## config.mk

```make
export PLATFORM = sky130hd
export DESIGN_NAME = axi2we_rb
export DESIGN_NICKNAME = d
export VERILOG_FILES = /design/src/rtl/axi2we_rb.sv
export SDC_FILE = /design/constraint.sdc
export NUM_CORES = 1
export LEC_CHECK = 0
export CAP_MARGIN = 30
export CORE_MARGIN = 3
export CORE_UTILIZATION = 35
export DETAILED_ROUTE_END_ITERATION = 7
export PLACE_DENSITY = 0.67
export SLEW_MARGIN = 15
export SYNTH_ARGS = -nofsm -noshare
export SYNTH_HDL_FRONTEND = slang
export SYNTH_SLANG_ARGS = --single-unit
```

## constraint.sdc

```tcl
create_clock -name ap_clk -period 1.6 [get_ports ap_clk]
set_input_delay 0.4 -clock ap_clk [delete_from_list [all_inputs] [get_ports ap_clk]]
set_output_delay 0.4 -clock ap_clk [all_outputs]
set_load 0.01 [all_outputs]
```

## src/rtl/axi2we_rb.sv

```systemverilog
// AXI-Lite slave adapter producing single-cycle write/read strobes for a register file.
// Read-back path (re/ra/rd with RD_LATENCY) is enabled by defining AXI2WE_RB_RDBACK_EN.
module axi2we_rb #(
  parameter int unsigned     ADDR_BITS  = 8,
  parameter int unsigned     DATA_BITS  = 32,
  parameter int unsigned     RD_LATENCY = 1,
  parameter longint unsigned ADDR_LIMIT = 64'(1) << ADDR_BITS
) (
  input  logic                   ap_clk,
  input  logic                   ap_rst_n,
  input  logic                   s_axilite_AWVALID,
  output logic                   s_axilite_AWREADY,
  input  logic [ADDR_BITS-1:0]   s_axilite_AWADDR,
  input  logic                   s_axilite_WVALID,
  output logic                   s_axilite_WREADY,
  input  logic [DATA_BITS-1:0]   s_axilite_WDATA,
  input  logic [DATA_BITS/8-1:0] s_axilite_WSTRB,
  output logic                   s_axilite_BVALID,
  input  logic                   s_axilite_BREADY,
  output logic [1:0]             s_axilite_BRESP,
  input  logic                   s_axilite_ARVALID,
  output logic                   s_axilite_ARREADY,
  input  logic [ADDR_BITS-1:0]   s_axilite_ARADDR,
  output logic                   s_axilite_RVALID,
  input  logic                   s_axilite_RREADY,
  output logic [DATA_BITS-1:0]   s_axilite_RDATA,
  output logic [1:0]             s_axilite_RRESP,
  output logic                   we,
  output logic [ADDR_BITS-1:0]   wa,
  output logic [DATA_BITS-1:0]   wd,
  output logic [DATA_BITS/8-1:0] wm,
  output logic                   re,
  output logic [ADDR_BITS-1:0]   ra,
  input  logic [DATA_BITS-1:0]   rd
);

  localparam int unsigned STRB_BITS = DATA_BITS / 8;
  localparam logic [1:0]  RESP_OKAY   = 2'b00;
  localparam logic [1:0]  RESP_SLVERR = 2'b10;

  typedef enum logic       {W_IDLE, W_RESP} w_state_e;
  typedef enum logic [1:0] {R_IDLE, R_WAIT, R_RESP} r_state_e;

  function automatic logic in_range(input logic [ADDR_BITS-1:0] a);
    return 64'(a) < ADDR_LIMIT;
  endfunction

  // ---------------- write path ----------------
  w_state_e               w_state_q, w_state_d;
  logic                   aw_held_q, aw_held_d;
  logic                   w_held_q, w_held_d;
  logic [ADDR_BITS-1:0]   aw_addr_q, aw_addr_d;
  logic [DATA_BITS-1:0]   w_data_q, w_data_d;
  logic [STRB_BITS-1:0]   w_strb_q, w_strb_d;
  logic                   awready_q, awready_d;
  logic                   wready_q, wready_d;
  logic                   bvalid_q, bvalid_d;
  logic [1:0]             bresp_q, bresp_d;
  logic                   we_q, we_d;
  logic [ADDR_BITS-1:0]   wa_q, wa_d;
  logic [DATA_BITS-1:0]   wd_q, wd_d;
  logic [STRB_BITS-1:0]   wm_q, wm_d;

  always_ff @(posedge ap_clk or negedge ap_rst_n) begin
    if (!ap_rst_n) begin
      w_state_q <= W_IDLE;
      aw_held_q <= 1'b0;
      w_held_q  <= 1'b0;
      aw_addr_q <= '0;
      w_data_q  <= '0;
      w_strb_q  <= '0;
      awready_q <= 1'b0;
      wready_q  <= 1'b0;
      bvalid_q  <= 1'b0;
      bresp_q   <= '0;
      we_q      <= 1'b0;
      wa_q      <= '0;
      wd_q      <= '0;
      wm_q      <= '0;
    end else begin
      w_state_q <= w_state_d;
      aw_held_q <= aw_held_d;
      w_held_q  <= w_held_d;
      aw_addr_q <= aw_addr_d;
      w_data_q  <= w_data_d;
      w_strb_q  <= w_strb_d;
      awready_q <= awready_d;
      wready_q  <= wready_d;
      bvalid_q  <= bvalid_d;
      bresp_q   <= bresp_d;
      we_q      <= we_d;
      wa_q      <= wa_d;
      wd_q      <= wd_d;
      wm_q      <= wm_d;
    end
  end

  // Hold AW and W independently; fire the strobe and response once both are present.
  always_comb begin
    w_state_d = w_state_q;
    aw_held_d = aw_held_q;
    w_held_d  = w_held_q;
    aw_addr_d = aw_addr_q;
    w_data_d  = w_data_q;
    w_strb_d  = w_strb_q;
    bvalid_d  = bvalid_q;
    bresp_d   = bresp_q;
    we_d      = 1'b0;
    wa_d      = wa_q;
    wd_d      = wd_q;
    wm_d      = wm_q;
    unique case (w_state_q)
      W_IDLE: begin
        if (s_axilite_AWVALID && awready_q) begin
          aw_held_d = 1'b1;
          aw_addr_d = s_axilite_AWADDR;
        end
        if (s_axilite_WVALID && wready_q) begin
          w_held_d = 1'b1;
          w_data_d = s_axilite_WDATA;
          w_strb_d = s_axilite_WSTRB;
        end
        if (aw_held_d && w_held_d) begin
          w_state_d = W_RESP;
          bvalid_d  = 1'b1;
          bresp_d   = in_range(aw_addr_d) ? RESP_OKAY : RESP_SLVERR;
          we_d      = in_range(aw_addr_d);
          wa_d      = aw_addr_d;
          wd_d      = w_data_d;
          wm_d      = w_strb_d;
        end
      end
      W_RESP: begin
        if (s_axilite_BREADY) begin
          w_state_d = W_IDLE;
          aw_held_d = 1'b0;
          w_held_d  = 1'b0;
          bvalid_d  = 1'b0;
        end
      end
      default: w_state_d = W_IDLE;
    endcase
    // Readies come out of reset low, so they first rise one cycle after release.
    awready_d = (w_state_d == W_IDLE) && !aw_held_d;
    wready_d  = (w_state_d == W_IDLE) && !w_held_d;
  end

  assign s_axilite_AWREADY = awready_q;
  assign s_axilite_WREADY  = wready_q;
  assign s_axilite_BVALID  = bvalid_q;
  assign s_axilite_BRESP   = bresp_q;
  assign we                = we_q;
  assign wa                = wa_q;
  assign wd                = wd_q;
  assign wm                = wm_q;

  // ---------------- read path ----------------
  r_state_e               r_state_q, r_state_d;
  logic                   arready_q, arready_d;
  logic                   rvalid_q, rvalid_d;
  logic [DATA_BITS-1:0]   rdata_q, rdata_d;
  logic [1:0]             rresp_q, rresp_d;

`ifdef AXI2WE_RB_RDBACK_EN
  localparam int unsigned CNT_BITS = 3;
  logic                   re_q, re_d;
  logic [ADDR_BITS-1:0]   ra_q, ra_d;
  logic [CNT_BITS-1:0]    cnt_q, cnt_d;

  always_ff @(posedge ap_clk or negedge ap_rst_n) begin
    if (!ap_rst_n) begin
      re_q  <= 1'b0;
      ra_q  <= '0;
      cnt_q <= '0;
    end else begin
      re_q  <= re_d;
      ra_q  <= ra_d;
      cnt_q <= cnt_d;
    end
  end

  assign re = re_q;
  assign ra = ra_q;
`else
  logic rd_unused;
  localparam int unsigned rd_latency_unused = RD_LATENCY;
  assign rd_unused = ^rd;
  assign re        = 1'b0;
  assign ra        = '0;
`endif

  always_ff @(posedge ap_clk or negedge ap_rst_n) begin
    if (!ap_rst_n) begin
      r_state_q <= R_IDLE;
      arready_q <= 1'b0;
      rvalid_q  <= 1'b0;
      rdata_q   <= '0;
      rresp_q   <= '0;
    end else begin
      r_state_q <= r_state_d;
      arready_q <= arready_d;
      rvalid_q  <= rvalid_d;
      rdata_q   <= rdata_d;
      rresp_q   <= rresp_d;
    end
  end

  // Out-of-range reads (and all reads without read-back) answer directly next cycle.
  always_comb begin
    r_state_d = r_state_q;
    rvalid_d  = rvalid_q;
    rdata_d   = rdata_q;
    rresp_d   = rresp_q;
`ifdef AXI2WE_RB_RDBACK_EN
    re_d      = 1'b0;
    ra_d      = ra_q;
    cnt_d     = cnt_q;
`endif
    unique case (r_state_q)
      R_IDLE: begin
        if (s_axilite_ARVALID && arready_q) begin
`ifdef AXI2WE_RB_RDBACK_EN
          if (in_range(s_axilite_ARADDR)) begin
            r_state_d = R_WAIT;
            re_d      = 1'b1;
            ra_d      = s_axilite_ARADDR;
            cnt_d     = '0;
          end else begin
            r_state_d = R_RESP;
            rvalid_d  = 1'b1;
            rdata_d   = '1;
            rresp_d   = RESP_SLVERR;
          end
`else
          r_state_d = R_RESP;
          rvalid_d  = 1'b1;
          rdata_d   = '1;
          rresp_d   = in_range(s_axilite_ARADDR) ? RESP_OKAY : RESP_SLVERR;
`endif
        end
      end
      R_WAIT: begin
`ifdef AXI2WE_RB_RDBACK_EN
        if (cnt_q == CNT_BITS'(RD_LATENCY)) begin
          r_state_d = R_RESP;
          rvalid_d  = 1'b1;
          rdata_d   = rd;
          rresp_d   = RESP_OKAY;
        end else begin
          cnt_d = cnt_q + CNT_BITS'(1);
        end
`else
        r_state_d = R_IDLE;
`endif
      end
      R_RESP: begin
        if (s_axilite_RREADY) begin
          r_state_d = R_IDLE;
          rvalid_d  = 1'b0;
        end
      end
      default: r_state_d = R_IDLE;
    endcase
    arready_d = (r_state_d == R_IDLE);
  end

  assign s_axilite_ARREADY = arready_q;
  assign s_axilite_RVALID  = rvalid_q;
  assign s_axilite_RDATA   = rdata_q;
  assign s_axilite_RRESP   = rresp_q;

endmodule

```

Word-level counts from Yosys, hierarchy flattened
Cells that the tools add are included.
{"block": "totals", "mem_bits_rw": 0, "inputBits": 91, "elab_cells": 63, "rom_bits": 0, "latchBits": 0, "n_memories": 0, "out_inout_bits": 95, "reg_bits": 100}
{"block": "op_classes", "shifts": 0, "muxes": 24, "n_reduce_logical": 15, "n_bitwise": 2, "n_addsub": 0, "order_cmp": 0, "div": 0, "n_eq_ne": 5, "multipliers": 0}
{"cell": "$mux 32", "n": 1}
{"cell": "$mux 1", "n": 13}
{"cell": "$pmux 1 s2", "n": 5}
{"cell": "$mux 8", "n": 1}
{"cell": "$ne 2x2->1 const B", "n": 4}
{"cell": "$logic_and 1x1->1", "n": 6}
{"cell": "$reduce_and 2->1", "n": 3}
{"cell": "$logic_not 2->1", "n": 2}
{"cell": "$mux 2", "n": 2}
{"cell": "$mux 4", "n": 1}
{"cell": "$pmux 2 s2", "n": 1}
{"cell": "$reduce_and 3->1", "n": 1}
{"cell": "$eq 2x2->1 const B", "n": 1}
{"cell": "$logic_not 1->1", "n": 2}
{"cell": "$not 1->1", "n": 2}
{"cell": "$reduce_bool 2->1", "n": 1}

Longest topological paths before layout
{"block": "logic_depth", "word_depth": 8, "mapped_depth": 5, "ltp_nobuf": 3}

Least setup slack after synthesis
Ideal clock, no wire load.
{"block": "synth_timing", "kind": "reg-to-reg", "startpoint": "register awready_q, in the netlist s_axilite_AWREADY", "endpoint": "register wa_q[0], in the netlist wa[0]", "synth_period_minus_slack_ns": 1.483, "path_stages_with_launch": 5, "path_buffers": 1, "arrival_ns": 1.358, "required_time_ns": 1.475, "setup_time_ns": 0.125, "setup_slack_ns": 0.117, "cell_sequence": "dfrtp_1 and2_1 buf_2 mux2_2 mux2_4"}
{"block": "synth_between", "elab_chain_cells": 5, "elab_cells_between_ends": 6, "classes_between": "3 x mux; 3 x reduce/logical"}
{"item": "start: declaration", "line_no": "55", "text": "logic awready_q, awready_d;"}
{"item": "start signal: assignment", "line_no": "87", "text": "awready_q <= awready_d;"}
{"item": "$logic_and 1x1->1 *", "line_no": "114", "text": "if (s_axilite_AWVALID && awready_q) begin"}
{"item": "$mux 1", "line_no": "114"}
{"item": "$mux 1", "line_no": "112", "text": "unique case (w_state_q)"}
{"item": "$logic_and 1x1->1", "line_no": "123", "text": "if (aw_held_d && w_held_d) begin"}
{"item": "$reduce_and 2->1 (no line)"}
{"item": "end signal: assignment", "line_no": "92", "text": "wa_q <= wa_d;"}
{"item": "end: declaration", "line_no": "60", "text": "logic [ADDR_BITS-1:0] wa_q, wa_d;"}
Mark *: on every way between the ends. The rest lies on a longest branch, timed or not. The select of a mux whose other input is x is not followed.
A chain may end at the register's enable or synchronous reset.

==> results_dict.tcl <==
set metrics [dict create \
    status "finished with violations" \
    violations "setup timing" \
    cts_buffer_depth 2 \
    cp_cell_sequence "buf_12 > dlygate4sd2_1" \
    yosysTopAreaCell "dfrtp_1" \
    drt_wl_total_mm 9.92 \
    muxShareOfSynthArea 0.156 \
    worst_clock_skew_ns 0.00503 \
    syn_to_final_growth_pct 37.5 \
    setup_viol 13 \
    drive_gt1_frac 0.273 \
    path_delay_family "flip-flops" \
    ys_seq_area_frac 0.564 \
    dieArea_um2 14100 \
    cts-root-buf "clkbuf_16" \
    power_leakage_nw 2.70 \
    crit_slowest_cell "dfrtp_2" \
    grt_pass1_wl_mm 16.7 \
    hold_viol_final 0 \
    die_w_um 119 \
    die_h_um 119 \
    synth_xor_area_frac 0 \
    rsz0062_at_grt "yes" \
    p_total_w 0.0116 \
    yosysTopAreaCellShare 0.564 \
    crit_path_max_incr_delay_ns 0.44 \
    drt-pass1-iter-count 4 \
    setup.worst_path.class "reg2out" \
    fin_ws_ns -0.00990 \
    antenna_found_initial 0 \
    crit_path_end_kind "primary output" \
    cp_data_required_time_ns 1.20 \
    synth.top_cells.by_count "100 x dfrtp_1, 51 x mux2_2, 48 x buf_4" \
    fin_cells 618 \
    cp-start-kind "register" \
    ys_types 27 \
    dpl-instance-area_um2 5870 \
    fill_cells 1148 \
    cp.arrival_ns 1.21 \
    synthTopCellsByArea "dfrtp_1 56%, mux2_2 13%, buf_4 8.1%, o2bb2ai_1 7.1%, a22oi_1 6.1%" \
    grtUsageTotal 0.147 \
    io_buffer_count 132 \
    routedWlPerCell_um 16.1 \
    cts_sinks 100 \
    via_per_inst 4.93 \
    worstPathMaxFanout 16 \
    cts_tree "yes" \
    core-area_um2 12200 \
    period_minus_slack_ns 1.61 \
    grt_pass1_vias 3173 \
    gp_congestion 0.764 \
    ys_ff_latch 100 \
    finalNetCount 537 \
    n_antenna_cell 0 \
    power.density_nw_per_um2 1900 \
    synth.most_common_cell "dfrtp_1" \
    clk_latency_ns 0.34 \
    hp-class "in2async" \
    synth_top_family_by_area "compound AO/OA/AOI/OAI gates" \
    slew_viol_final 0 \
    post-place-ws_ns -0.407 \
    drtIter0Drc 178 \
    synthFlopType "dfrtp_1" \
    synth_edf_count 0 \
    yosys_warnings 0 \
    syn_area_per_cell_um2 13.5 \
    initial_utilization 0.363 \
    yosys.area_share.simple 0.0141 \
    final_area_um2 6100 \
    netlist_instances 329 \
    dp.final_hpwl_mm 6.79 \
    synth-compound-area-share 0.158 \
    drtAntennaViolNets 0 \
    num_rows 40 \
    synth_fa_ha_area_frac 0 \
    min_period_over_period 1.01 \
    drc_errors 0 \
    post-route-util 0.499 \
    grt_max_degree 55 \
    cts_made_buffers 9 \
    vias 3045 \
    clkTransAtPathRegs_ns 0.07 \
    dp_cells 600 \
    async_flop_share 1.00 \
    htreeDepth 3 \
    syn_area_um2 4430 \
    max_freq_ghz 0.621 \
    drv_cap 0 \
    grt_overflow 0 \
    path_buf_inv 2 \
    pin_count 186 \
    worst_ir_drop_vdd_uv 752 \
]
-- layer usage --
| metal | part of all wire | track usage |
|---|---|---|
| met1 | 0.47 | 0.199 |
| met2 | 0.44 | 0.223 |
| met3 | 0.076 | 0.0411 |
| met4 | 0.016 | 0.0594 |
| met5 | 0 | 0 |
-- registers in the layout (all words and copies together) (netlist names) --
| signal | flops |
|---|---|
| w_data_q | 32 |
| wd | 32 |
| aw_addr_q | 8 |
| wa | 8 |
| w_strb_q | 4 |
| wm | 4 |
| r_state_q | 2 |
| aw_held_q | 1 |
| s_axilite_ARREADY | 1 |
| s_axilite_AWREADY | 1 |
| s_axilite_BVALID | 1 |
| s_axilite_RDATA | 1 |
| s_axilite_RVALID | 1 |
| s_axilite_WREADY | 1 |
| w_held_q | 1 |
| w_state_q | 1 |
| we | 1 |
-- stage by stage --
stage / setup TNS (ns) / hold WS [ns]
5_1_grt: -0.675 / 0.412
3_5_place_dp: -31.15 / 0.226
6_report: -0.107 / 0.418
3_3_place_gp: -29.32 / 0.224
2_1_floorplan: 0 / 0.104
4_1_cts: -0.971 / 0.411
-- worst register-to-register path, cell delays in order, from the launching register on --
cell and delay [ns]:
dfrtp_1 0.41, and2_1 0.16, buf_4 0.16, buf_4 0.14
o21ai_4 0.21, buf_12 0.20, o2bb2ai_1 0.09
-- timing repair --
action	CTS	global route
setup buffers	0	1
hold buffers	1	0
endpoints found under the hold margin	4	0
setup endpoints to repair	126	30
gates resized for setup	115	21
pin swaps	1	0
gates cloned	1	0
-- layout make-up --
| class | instances | area (µm²) | area share |
|---|---|---|---|
| inverters | 6 | 22.5 | 0.00369 |
| repair buffers | 156 | 1500 | 0.245 |
| flip-flops and latches | 100 | 2500 | 0.411 |
| well taps | 168 | 210 | 0.0345 |
| clock inverters | 4 | 97.6 | 0.0160 |
| clock buffers | 11 | 243 | 0.0398 |
| multi-input cells | 173 | 1520 | 0.250 |
-- power breakdown --
group          internal [W]  switching (W)
Sequential          0.00373       0.000639
Combinational       0.00262        0.00216
Clock               0.00156       0.000891
Total               0.00792        0.00369
-- path summary, 6_finish.rpt --
| path | start | endpoint | slack, ns | cells past startpoint |
|---|---|---|---|---|
| worst max-delay path | s_axilite_RDATA[0] | s_axilite_RDATA[21] | -0.01 | 2 |
| worst min-delay path | ap_rst_n | wd[25] | 0.42 | 2 |
| worst max register to register | s_axilite_AWREADY | wd[3] | 0.12 | 6 |
| worst min register to register | r_state_q[0] | r_state_q[1] | 0.48 | 1 |
| max in group asynchronous | ap_rst_n | w_data_q[8] | 0.69 | 3 |
| min in group ap_clk | r_state_q[0] | r_state_q[1] | 0.48 | 1 |
-- logic make-up (layout without fill, tap and decap cells) --
| family | Yosys count | count (layout) |
|---|---|---|
| simple gates | 11 | 11 |
| compound gates | 89 | 89 |
| buf+inv | 69 | 177 |
| other cells | 1 | 14 |
| mux | 59 | 59 |
| flops | 100 | 100 |
-- cell usage in the layout, fill, tap and decap left out, drive strengths merged, types with 2 or more instances in the layout --
cell type and count:
a22oi 36, o21ai 6, buf 31, mux2 58, clkdlybuf4s50 47, inv 6, conb 14, o2bb2ai 36
bufinv 3, o31ai 3, dfrtp 100, nand2 6, clkbuf 21, dlygate4sd2 63, a21oi 4, and2 2
clkdlybuf4s15 4
Power figures use the tool's default switching activity.
